`src/rtl/demux8_buf.sv`:
```
// -----------------------------------------------------------------------------
// demux8_buf
//   1-to-8 demultiplexer with a one-entry buffer on each output channel.
//   An upstream word selected by in_sel is written into that channel's buffer.
//   Each buffer drains independently through its own valid/ready handshake.
//   A full channel that is being drained in the same cycle can take a new word
//   with no bubble. All outputs are registered. in_ready is combinational from
//   the buffer state and out_ready, and does not depend on in_valid.
//
//   Optional feature (macro DEMUX8_BCAST_EN):
//     Adds the bcast input. While bcast=1 the word goes to all eight channels.
//     It is accepted only when every channel can take it.
//
// Ports
//   clk        in   1           clock, rising edge
//   rst        in   1           synchronous active-high reset
//   in_valid   in   1           upstream word valid
//   in_ready   out  1           upstream word accepted this cycle
//   in_data    in   DATA_WIDTH  upstream payload
//   in_sel     in   3           destination channel 0..7
//   bcast      in   1           broadcast request (DEMUX8_BCAST_EN only)
//   out_data0..out_data7
//              out  DATA_WIDTH  per-channel registered payload
//   out_valid  out  8           bit k: channel k holds a word
//   out_ready  in   8           bit k: channel k consumer takes the word
// -----------------------------------------------------------------------------
module demux8_buf #(
  parameter int DATA_WIDTH = 32
) (
  input  logic                  clk,
  input  logic                  rst,
  input  logic                  in_valid,
  output logic                  in_ready,
  input  logic [DATA_WIDTH-1:0] in_data,
  input  logic [2:0]            in_sel,
`ifdef DEMUX8_BCAST_EN
  input  logic                  bcast,
`endif
  output logic [DATA_WIDTH-1:0] out_data0,
  output logic [DATA_WIDTH-1:0] out_data1,
  output logic [DATA_WIDTH-1:0] out_data2,
  output logic [DATA_WIDTH-1:0] out_data3,
  output logic [DATA_WIDTH-1:0] out_data4,
  output logic [DATA_WIDTH-1:0] out_data5,
  output logic [DATA_WIDTH-1:0] out_data6,
  output logic [DATA_WIDTH-1:0] out_data7,
  output logic [7:0]            out_valid,
  input  logic [7:0]            out_ready
);

  logic [7:0]            valid_q;
  logic [7:0]            valid_d;
  logic [DATA_WIDTH-1:0] data_q [8];
  logic [DATA_WIDTH-1:0] data_d [8];

  logic [7:0]            ch_free;    // channel can take a word this cycle
  logic [7:0]            load_mask;  // channels written at the next edge
  logic [7:0]            drain_mask; // channels emptied by their consumer
  logic                  in_ready_c;

  // Acceptance decision and the channels that a transfer writes
  always_comb begin
    // A full channel is free when its consumer drains it in the same cycle.
    ch_free    = ~valid_q | out_ready;
    in_ready_c = 1'b0;
    load_mask  = 8'h00;
`ifdef DEMUX8_BCAST_EN
    if (bcast) begin
      in_ready_c = &ch_free;
    end else begin
      in_ready_c = ch_free[in_sel];
    end
    if (in_valid && in_ready_c) begin
      if (bcast) begin
        load_mask = 8'hFF;
      end else begin
        load_mask = 8'h01 << in_sel;
      end
    end else begin
      load_mask = 8'h00;
    end
`else
    in_ready_c = ch_free[in_sel];
    if (in_valid && in_ready_c) begin
      load_mask = 8'h01 << in_sel;
    end else begin
      load_mask = 8'h00;
    end
`endif
  end

  // Next buffer state: drain clears valid, a load sets it and has priority
  always_comb begin
    drain_mask = valid_q & out_ready;
    valid_d    = (valid_q & ~drain_mask) | load_mask;
    for (int k = 0; k < 8; k++) begin
      if (load_mask[k]) begin
        data_d[k] = in_data;
      end else begin
        data_d[k] = data_q[k];
      end
    end
  end

  // Buffer registers with synchronous reset that discards all held words
  always_ff @(posedge clk) begin
    if (rst) begin
      valid_q <= 8'h00;
      for (int k = 0; k < 8; k++) begin
        data_q[k] <= '0;
      end
    end else begin
      valid_q <= valid_d;
      for (int k = 0; k < 8; k++) begin
        data_q[k] <= data_d[k];
      end
    end
  end

  assign in_ready  = in_ready_c;
  assign out_valid = valid_q;
  assign out_data0 = data_q[0];
  assign out_data1 = data_q[1];
  assign out_data2 = data_q[2];
  assign out_data3 = data_q[3];
  assign out_data4 = data_q[4];
  assign out_data5 = data_q[5];
  assign out_data6 = data_q[6];
  assign out_data7 = data_q[7];

endmodule

```
`config.mk`:
```
export PLATFORM = sky130hd
export DESIGN_NAME = demux8_buf
export DESIGN_NICKNAME = d
export VERILOG_FILES = /design/src/rtl/demux8_buf.sv
export SDC_FILE = /design/constraint.sdc
export NUM_CORES = 1
export LEC_CHECK = 0
export ABC_AREA = 1
export CAP_MARGIN = 10
export CORE_MARGIN = 2
export CORE_UTILIZATION = 40
export DETAILED_ROUTE_END_ITERATION = 10
export PLACE_DENSITY = 0.68
export RECOVER_POWER = 50
export SETUP_SLACK_MARGIN = 0.1
export SYNTH_ARGS = -nofsm -noshare
export SYNTH_HDL_FRONTEND = slang
export SYNTH_SLANG_ARGS = --single-unit
```
`constraint.sdc`:
```
create_clock -name clk -period 1.65 [get_ports clk]
set_input_delay 0.165 -clock clk [delete_from_list [all_inputs] [get_ports clk]]
set_output_delay 0.165 -clock clk [all_outputs]
set_load 0.03 [all_outputs]
```
==> results.cfg <==
[synthesis]
synth_area_leaders = dfxtp_1 (45%), nand2_1 (17%), inv_1 (14%)
synth_mux_area_share_pct = 0
synthSimpleGateAreaFrac_pct = 36.9
ys_seq_area_share_pct = 44.8
syn_area_um2 = 11800
syn_avg_cell_area_um2 = 6.24
synth_xor_xnor_area_share_pct = 0
synth_area_leader_cell = dfxtp_1
netlist.area_leader.share_pct = 44.8
syn_inst = 1888
syn_nets = 1934
synth_compound_area_share_pct = 0.382
ys_warn_count = 0
yosys.area_share.adder_pct = 0
synth_cell_type_count = 13
synth_top_family_by_area = simple AND/OR/NAND/NOR gates
synth_seq_cells = 264

[floorplan]
die-area_um2 = 30900
dieHeight_um = 176
die_x_um = 176
start_util_pct = 40.8
rows = 62
num_io_pins = 311
core_area_um2 = 28900

[sta]
fin_tns_setup_ns = -12.40
setup_viol = 133
slew_viol_final = 0
clock.fmax_mhz = 555
final.setup_skew_ns = 0.0140
finalCriticalPeriod_ns = 1.80
period_share_pct = 109
maxSlewHeadroom_pct = 69.4
finalHoldViolations = 0
fin_ws_ns = -0.152
rsz0062_at_grt = true
hold_ws_ns = 0.125
tightest_slew_ns = 0.458

[cells_and_area]
utilization_pct = 64.1
antenna-diode-count = 0
layout-drive-gt1-share_pct = 20.3
post-route-cell-area_um2 = 18500
area_growth_pct = 57.0
fin_nets = 2308
nFillCells = 2513

[critical_path]
startpoint_type = flip-flop
r2r_end = data_q[1][0]
crit_path_top_delay_cell = dfxtp_2
r2r_setup_slack_ns = -0.15
crit_path_max_incr_delay_ns = 0.32
critPathArrivalTime_ns = 2.28
cp_common_cell = nor2_1
endpoint_kind = flip-flop
critPathLaunch = out_valid[7]
worstReg2RegStart = out_valid[7]
endpoint = data_q[1][0]
cp_cell_sequence = nand2_2 -> nor2_1 -> nor2_1 -> nand3_2 -> nand2_4 -> buf_12 -> buf_6 -> buf_6 -> nand3_4 -> buf_16 -> nand2_2 -> inv_1 -> nor2_1
path_class = flip-flop to flip-flop
cp_data_required_time_ns = 2.13
worstPathMaxFanout = 7
r2r_cells = 13

[detailed_routing]
drtAntennaViolNets = 0
post_drt_wl_per_cell_um = 17.4
drtPass1Iterations = 5
vias_per_cell = 4.82
num_vias = 12900
drc = 0
routed_wl_um = 46500
drtIter0Drc = 1102

[cts]
cts.sinks = 264
cts_tree = built
clk_pin_slew_worst_paths_ns = 0.06
cts_buffer_depth = 3
insertion_delay_ns = 0.55
root_buffer = clkbuf_16
htree_levels = 1
numCtsBuffers = 29

[power_and_ir_drop]
clock_power_share_pct = 41.8
p_per_area_nw_per_um2 = 866
internal_power_uw = 11600
switchingPower_uw = 4390
p_sw_share_pct = 27.4
power_frac_comb_pct = 16.3
pwr-share-seq_pct = 41.9
ir_drop_v = 0.000736
p_leak_uw = 0.0102

[place]
gp_congestion = 0.917
placed_cell_area_um2 = 15700
hpwl_um = 26400
io_buffers = 310

[status]
failed_checks = setup timing
status = finished with violations

[global_routing]
gr-total-overflow = 0
grt_max_degree = 105
grt_pass1_vias = 11500
track_usage_pct = 25.9
antenna_found_initial = 1
grt_pass1_wl_um = 63200

[hold_path]
hold_class = primary input to flip-flop

[flow_run]
cap_viol_max_count = 0
[registers in the layout (all words and copies together) (netlist names)]
register / cells
data_q: 256
out_valid: 8
[worst max-delay path: cells and delay by family (launching register included)]
family / cells / cell delay (ns)
and+or+nand+nor: 8 / 0.83
DFF: 1 / 0.32
buffers and inverters: 5 / 0.58
[worst min path at each step]
stage | startpoint | endpoint | cells after the start
floorplan | in_data[24] | data_q[0][120] | 2
global placement | data_q[1][108] | data_q[1][108] | 4
detailed placement | data_q[1][93] | data_q[1][93] | 4
CTS | in_valid | data_q[1][28] | 4
global route | in_valid | data_q[1][23] | 4
finish | in_valid | data_q[1][28] | 4
[power by group through the flow]
stage,sequential [uW],combinational [uW],clock [uW]
finish,6720,2610,6690
global route,6740,2790,7010
CTS,6710,2350,6770
global placement,6850,2190,0
floorplan,7250,811,0
detailed placement,6860,2210,0
[cells in the mapped netlist (all sizes together)]
cell type  instances
clkbuf            42
inv              437
nor3               1
nand2            527
nand3              8
a21oi              8
dfxtp            264
o21ai              1
nor2             400
buf               68
nand4            132
[cells by family after synthesis]
logic type	Yosys count
AND/OR/NAND/NOR	1068
AO/OA/AOI/OAI	9
flip-flops	264
buffers and inverters	547
[cell type report]
type	instances	area, um^2	area share (%)
Inverter	437	1650	8.91
Tap cell	384	480	2.60
Clock buffer	44	872	4.71
Multi-Input combinational cell	1077	5250	28.4
Sequential cell	264	5290	28.6
Timing Repair Buffer	453	4850	26.2
Clock inverter	7	110	0.595
[layout by cell type, fill, tap and decap left out, drive strengths merged, types with 3 or more instances in the layout]
cell,n
nand4,132
clkinv,4
nand3,8
dfxtp,264
nand2,527
clkdlybuf4s50,43
nor2,400
clkbuf,61
a21oi,8
buf,128
bufinv,3
dlygate4sd2,263
inv,437
[through the flow]
stage / setup slack [ns] / power (uW) / std cells
6_report: -0.152 / 16000 / 2666
5_1_grt: -0.211 / 16500 / 2666
4_1_cts: -0.143 / 15800 / 2641
3_5_place_dp: -0.453 / 9070 / 2550
3_3_place_gp: -0.385 / 9050 / 2550
2_1_floorplan: 0.113 / 8060 / 1888
[per-layer routing]
layer | up-vias | share of wire, % | global-route usage, %
li1 | 6233 | - | -
met1 | 5918 | 40 | 33.6
met2 | 589 | 47 | 41.9
met3 | 116 | 9.3 | 7.08
met4 | 2 | 3.7 | 7.78
met5 | - | 0.024 | 0
[repair_timing]
item,4_1_cts,5_1_grt
buffers inserted,23,14
gates resized for setup,364,305
hold endpoints to repair,0,0
pin swaps,45,151
gates cloned,18,22
hold buffers,0,0
setup endpoints to repair,331,265
Note: power is estimated with default switching activity, not from simulation.
